`src/rtl/alu_arbiter_mips.sv`:
```
// Round-robin arbiter sharing one alu_mips between two requesters, with a valid/ready response.
// Define ALU_OPCHECK_EN to reject unsupported ALU control codes and add the rsp_err output.
module alu_arbiter_mips #(
  parameter int DATA_W = 32,
  parameter int SETTLE = 1
) (
  input  logic              clk,
  input  logic              reset_n,
  input  logic              req_valid0,
  input  logic              req_valid1,
  output logic              req_ready0,
  output logic              req_ready1,
  input  logic [DATA_W-1:0] req_a0,
  input  logic [DATA_W-1:0] req_b0,
  input  logic [DATA_W-1:0] req_a1,
  input  logic [DATA_W-1:0] req_b1,
  input  logic [4:0]        req_shamt0,
  input  logic [4:0]        req_shamt1,
  input  logic [3:0]        req_ctrl0,
  input  logic [3:0]        req_ctrl1,
  output logic              rsp_valid0,
  output logic              rsp_valid1,
  input  logic              rsp_ready0,
  input  logic              rsp_ready1,
  output logic [DATA_W-1:0] rsp_data,
  output logic              rsp_zero,
`ifdef ALU_OPCHECK_EN
  output logic              rsp_err,
`endif
  output logic [DATA_W-1:0] alu_a,
  output logic [DATA_W-1:0] alu_b,
  output logic [4:0]        alu_shamt,
  output logic [3:0]        alu_control,
  input  logic [DATA_W-1:0] alu_out,
  input  logic              alu_zero
);

  typedef enum logic [1:0] {
    ST_IDLE  = 2'd0,
    ST_ISSUE = 2'd1,
    ST_RESP  = 2'd2
  } state_t;

  localparam logic [3:0] LP_SETTLE = 4'(SETTLE);

  state_t              r_state;
  state_t              w_state_next;
  logic                r_prio;
  logic                r_owner;
  logic [3:0]          r_cnt;
  logic [1:0]          r_rsp_valid;
  logic [DATA_W-1:0]   r_rsp_data;
  logic                r_rsp_zero;
  logic [DATA_W-1:0]   r_alu_a;
  logic [DATA_W-1:0]   r_alu_b;
  logic [4:0]          r_alu_shamt;
  logic [3:0]          r_alu_control;

  logic                w_win;
  logic                w_accept;
  logic                w_sel;
  logic                w_rsp_take;
  logic                w_illegal;
  logic [DATA_W-1:0]   w_sel_a;
  logic [DATA_W-1:0]   w_sel_b;
  logic [4:0]          w_sel_shamt;
  logic [3:0]          w_sel_ctrl;

  // With both ports valid the priority port wins; otherwise the lone valid port wins.
  assign w_win       = (req_valid0 & req_valid1) ? r_prio : req_valid1;
  assign w_accept    = req_ready0 | req_ready1;
  assign w_sel       = req_ready1;
  assign w_sel_a     = w_sel ? req_a1     : req_a0;
  assign w_sel_b     = w_sel ? req_b1     : req_b0;
  assign w_sel_shamt = w_sel ? req_shamt1 : req_shamt0;
  assign w_sel_ctrl  = w_sel ? req_ctrl1  : req_ctrl0;
  assign w_rsp_take  = r_owner ? rsp_ready1 : rsp_ready0;

`ifdef ALU_OPCHECK_EN
  logic r_rsp_err;
  assign rsp_err = r_rsp_err;

  always_comb begin
    case (w_sel_ctrl)
      4'd0, 4'd1, 4'd2, 4'd4, 4'd6, 4'd7, 4'd12: w_illegal = 1'b0;
      default:                                   w_illegal = 1'b1;
    endcase
  end
`else
  assign w_illegal = 1'b0;
`endif

  always_ff @(posedge clk or negedge reset_n) begin
    if (!reset_n) r_state <= ST_IDLE;
    else          r_state <= w_state_next;
  end

  always_comb begin
    w_state_next = r_state;
    case (r_state)
      ST_IDLE:  if (w_accept)        w_state_next = w_illegal ? ST_RESP : ST_ISSUE;
      ST_ISSUE: if (r_cnt == 4'd1)   w_state_next = ST_RESP;
      ST_RESP:  if (w_rsp_take)      w_state_next = ST_IDLE;
      default:                       w_state_next = ST_IDLE;
    endcase
  end

  // Ready is forced low during reset even though the state already reads IDLE.
  always_comb begin
    req_ready0 = 1'b0;
    req_ready1 = 1'b0;
    if (reset_n && (r_state == ST_IDLE)) begin
      req_ready0 = req_valid0 & ~w_win;
      req_ready1 = req_valid1 &  w_win;
    end
  end

  always_ff @(posedge clk or negedge reset_n) begin
    if (!reset_n) begin
      r_prio        <= 1'b0;
      r_owner       <= 1'b0;
      r_cnt         <= 4'd0;
      r_rsp_valid   <= 2'b00;
      r_rsp_data    <= '0;
      r_rsp_zero    <= 1'b0;
      r_alu_a       <= '0;
      r_alu_b       <= '0;
      r_alu_shamt   <= 5'd0;
      r_alu_control <= 4'd0;
`ifdef ALU_OPCHECK_EN
      r_rsp_err     <= 1'b0;
`endif
    end else begin
      if (w_accept) begin
        r_owner <= w_sel;
        r_prio  <= ~w_sel;
        r_cnt   <= LP_SETTLE;
        if (!w_illegal) begin
          r_alu_a       <= w_sel_a;
          r_alu_b       <= w_sel_b;
          r_alu_shamt   <= w_sel_shamt;
          r_alu_control <= w_sel_ctrl;
        end else begin
          r_rsp_data         <= '0;
          r_rsp_zero         <= 1'b1;
          r_rsp_valid[w_sel] <= 1'b1;
`ifdef ALU_OPCHECK_EN
          r_rsp_err          <= 1'b1;
`endif
        end
      end
      if (r_state == ST_ISSUE) begin
        r_cnt <= r_cnt - 4'd1;
        if (r_cnt == 4'd1) begin
          r_rsp_data           <= alu_out;
          r_rsp_zero           <= alu_zero;
          r_rsp_valid[r_owner] <= 1'b1;
`ifdef ALU_OPCHECK_EN
          r_rsp_err            <= 1'b0;
`endif
        end
      end
      if ((r_state == ST_RESP) && w_rsp_take) r_rsp_valid <= 2'b00;
    end
  end

  assign rsp_valid0  = r_rsp_valid[0];
  assign rsp_valid1  = r_rsp_valid[1];
  assign rsp_data    = r_rsp_data;
  assign rsp_zero    = r_rsp_zero;
  assign alu_a       = r_alu_a;
  assign alu_b       = r_alu_b;
  assign alu_shamt   = r_alu_shamt;
  assign alu_control = r_alu_control;

endmodule

```
`config.mk`:
```
export PLATFORM = sky130hd
export DESIGN_NAME = alu_arbiter_mips
export DESIGN_NICKNAME = d
export VERILOG_FILES = /design/src/rtl/alu_arbiter_mips.sv
export SDC_FILE = /design/constraint.sdc
export NUM_CORES = 1
export LEC_CHECK = 0
export CAP_MARGIN = 20
export CORE_UTILIZATION = 31
export DETAILED_ROUTE_END_ITERATION = 8
export HOLD_SLACK_MARGIN = 0.03
export PLACE_DENSITY = 0.71
export SETUP_SLACK_MARGIN = 0.1
export SLEW_MARGIN = 20
export SYNTH_ARGS = -nofsm -noshare
export SYNTH_HDL_FRONTEND = slang
export SYNTH_SLANG_ARGS = --single-unit
```
`constraint.sdc`:
```
create_clock -name clk -period 3.4 [get_ports clk]
set_input_delay 0.68 -clock clk [delete_from_list [all_inputs] [get_ports clk]]
set_output_delay 0.68 -clock clk [all_outputs]
set_load 0.03 [all_outputs]
```
==> results.sh <==
export IMPL_status="finished clean"
export IMPL_grt_pass1_vias=5051
export IMPL_core_um2=15900
export IMPL_hold_viol=0
export IMPL_io_buffer_count=294
export IMPL_finClkSkew_ns=0.00537
export IMPL_path_clk_slew_ns=0.05
export IMPL_p_leak_nw=3.76
export IMPL_postCtsSetupRepairBufs=0
export IMPL_cpMostUsedCell="buf_4"
export IMPL_cp_slowest_cell="or3b_1"
export IMPL_initial_core_util_pct=31.8
export IMPL_path_class="input pin to primary output"
export IMPL_wire_per_inst_um=18.5
export IMPL_hpwl_um=12500
export IMPL_finalNetCount=892
export IMPL_crit_path_end_kind="primary output"
export IMPL_antenna_found_initial=0
export IMPL_ff_latch_area_um2=2900
export IMPL_startpoint_type="input pin"
export IMPL_layout_cells_non_filler=935
export IMPL_ys_top_cells_by_area="dfrtp_1, a221o_1, mux2_2"
export IMPL_path_cells="buf_4 > or3b_1 > or3_1 > inv_2 > buf_4"
export IMPL_cts_resized=0
export IMPL_synth_top_cell_by_area="dfrtp_1"
export IMPL_drtIter0Drc=197
export IMPL_area_growth_pct=74.1
export IMPL_ys_types=32
export IMPL_htree_levels=4
export IMPL_syn_mean_instance_area_um2=12.1
export IMPL_tns_ns=0
export IMPL_rrSetupSlack_ns=1.35
export IMPL_grt_pass1_wl_um=26800
export IMPL_rsz0062_at_grt="false"
export IMPL_syn_inst=419
export IMPL_drive_gt1_share_pct=12.4
export IMPL_ys_top_cells_by_count="dfrtp_1, a221o_1, and3_1"
export IMPL_busiest_layer="met2"
export IMPL_critical_path_top_delay_family="simple AND/OR/NAND/NOR gates"
export IMPL_grt_overflow_total=0
export IMPL_dieArea_um2=16900
export IMPL_synth_seq_area_share_pct=57.3
export IMPL_synth_warnings=0
export IMPL_synthArstFlopShare_pct=100
export IMPL_cp_data_arrival_time_ns=2.10
export IMPL_ir_drop_mv=0.433
export IMPL_root_buffer="clkbuf_16"
export IMPL_first_pass_iters=4
export IMPL_critPathMaxStageDelay_ns=0.40
export IMPL_use_met2_pct=35.4
export IMPL_fmax_mhz=360
export IMPL_hold_buffers=0
export IMPL_critPathMaxFanout=28
export IMPL_worst_pin_slew_ns=0.746
export IMPL_met3_usage_pct=7.26
export IMPL_finalCriticalPeriod_ns=2.78
export IMPL_synth_seq_cells=116
export IMPL_die_x_um=130
export IMPL_grt_max_degree=56
export IMPL_gr_usage_met1_pct=24.1
export IMPL_syn_num_nets=606
export IMPL_via_count=4878
export IMPL_yosysMostFrequentCell="dfrtp_1"
export IMPL_finish_utilization_pct=55.4
export IMPL_slew_viol_final=0
export IMPL_clock_sinks=116
export IMPL_power_density_nw_per_um2=976
export IMPL_place_inst=902
export IMPL_viasPerCell=5.22
export IMPL_drc_errors=0
export IMPL_clk_path_buf_depth=2
export IMPL_clock_latency_ns=0.41
export IMPL_fillers=1349
export IMPL_finalCritPeriodShare_pct=81.8
export IMPL_wirelength_um=17300
export IMPL_antenna_left=0
export IMPL_synth_area_um2=5070
export IMPL_synth_edf_count=0
export IMPL_synth_top_area_share_pct=57.3
export IMPL_hp_class="input pin to asynchronous set/reset pin"
export IMPL_setup_viol=0
export IMPL_maxCapViolations=0
export IMPL_cts_tree="done"
export IMPL_grtUsageTotal_pct=21.1
export IMPL_synth_ff_type="dfrtp_1"
export IMPL_relSlewSlack_pct=50.1
export IMPL_dieHeight_um=130
export IMPL_numCtsBuffers=17
export IMPL_multi_input_area_um2=1950
export IMPL_place_gp_congestion=0.822
export IMPL_rows=46
export IMPL_path_buf_inv=3
export IMPL_top_level_ports=295
export IMPL_crit_required_ns=2.72
[power by group]
part           internal (mW)  switching (mW)  total (mW)
clock network           1.19           0.641        1.83
logic                   1.95            2.34        4.29
registers               2.07           0.429        2.49
total                   5.20            3.41        8.61
[cells in the final DEF, fill, tap and decap left out, types with 2 or more instances in the layout]
cell type,count
clkbuf_16,17
nand3b_1,2
a221o_1,54
nor2b_1,2
clkinvlp_4,4
dfrtp_1,116
o21ai_0,21
bufinv_16,3
clkinv_2,4
a31oi_1,21
nor3_1,2
mux2i_1,2
a21oi_1,2
and3_1,54
clkdlybuf4s50_1,291
nor2_1,5
inv_1,4
ha_1,2
nor3b_1,3
clkinv_4,2
nand2_1,2
buf_4,16
clkbuf_8,2
nand2_2,2
nor4_1,19
mux2_2,33
buf_12,2
nand3_1,19
xor2_1,2
[registers in the layout, summed over array words and instances, names as in the netlist]
name	flops
r_prio	1
alu_shamt	5
r_rsp_valid	2
r_cnt	4
r_state	2
alu_a	32
rsp_zero	1
alu_b	32
rsp_data	32
alu_control	4
r_owner	1
[metrics by stage]
stage          cell area [um2]  hold WS, ns  setup WS (ns)  power (mW)
2_1_floorplan             5070        0.384          0.984        4.86
3_5_place_dp              8210        0.494          0.601        6.81
3_3_place_gp              8210        0.488          0.607        6.70
6_report                  8820        0.171          0.618        8.61
4_1_cts                   8820        0.158          0.596        8.70
5_1_grt                   8820        0.175          0.540        9.04
[worst paths after layout]
check,depth (start not counted),endpoint,from
min,1,alu_a[17]$_DFFE_PN0P_,reset_n
min reg2reg,2,r_rsp_valid[0]$_DFFE_PN0P_,r_rsp_valid[0]$_DFFE_PN0P_
max reg2reg,5,alu_b[10]$_DFFE_PN0P_,r_state[0]$_DFFE_PN0P_
min in group clk,2,r_rsp_valid[0]$_DFFE_PN0P_,r_rsp_valid[0]$_DFFE_PN0P_
max,5,req_ready1,reset_n
max in group asynchronous,2,rsp_data[0]$_DFFE_PN0P_,reset_n
[cell families (layout without fill, tap and decap cells)]
logic type      count (synthesis)  count (layout)  share of synthesized area [%]
other cells                     0               1                              0
buf+inv                        47             346                           4.42
fa+ha+maj                       2               2                          0.494
xor+xnor                        2               2                          0.346
mux                            35              35                           7.73
flops                         116             116                           57.3
compound gates                100             100                           15.9
simple gates                  117             117                           13.9
[area by class of cell]
cell class              count  area share, %
clock inverters            13           1.79
inverters                   5          0.213
multi-input cells         256           22.1
repair buffers            309           34.8
diodes                      1         0.0284
flip-flops and latches    116           32.9
clock buffers              19           5.13
well taps                 216           3.06
[worst reg2reg max path, stage by stage, from the launching register on]
cell and delay, ns:
dfrtp_1 0.47, or3b_1 0.42, or3_1 0.40, inv_2 0.13, buf_4 0.34, a221o_1 0.24
[metal layers]
| metal | share of wire (%) | wire length [um] | vias to the layer above |
|---|---|---|---|
| met5 | 0 | 0 | - |
| met4 | 3.1 | 533 | 0 |
| met3 | 8.6 | 1490 | 48 |
| met2 | 50 | 8580 | 259 |
| met1 | 39 | 6720 | 2372 |
| li1 | - | - | 2199 |
(Power assumes the default switching activity.)
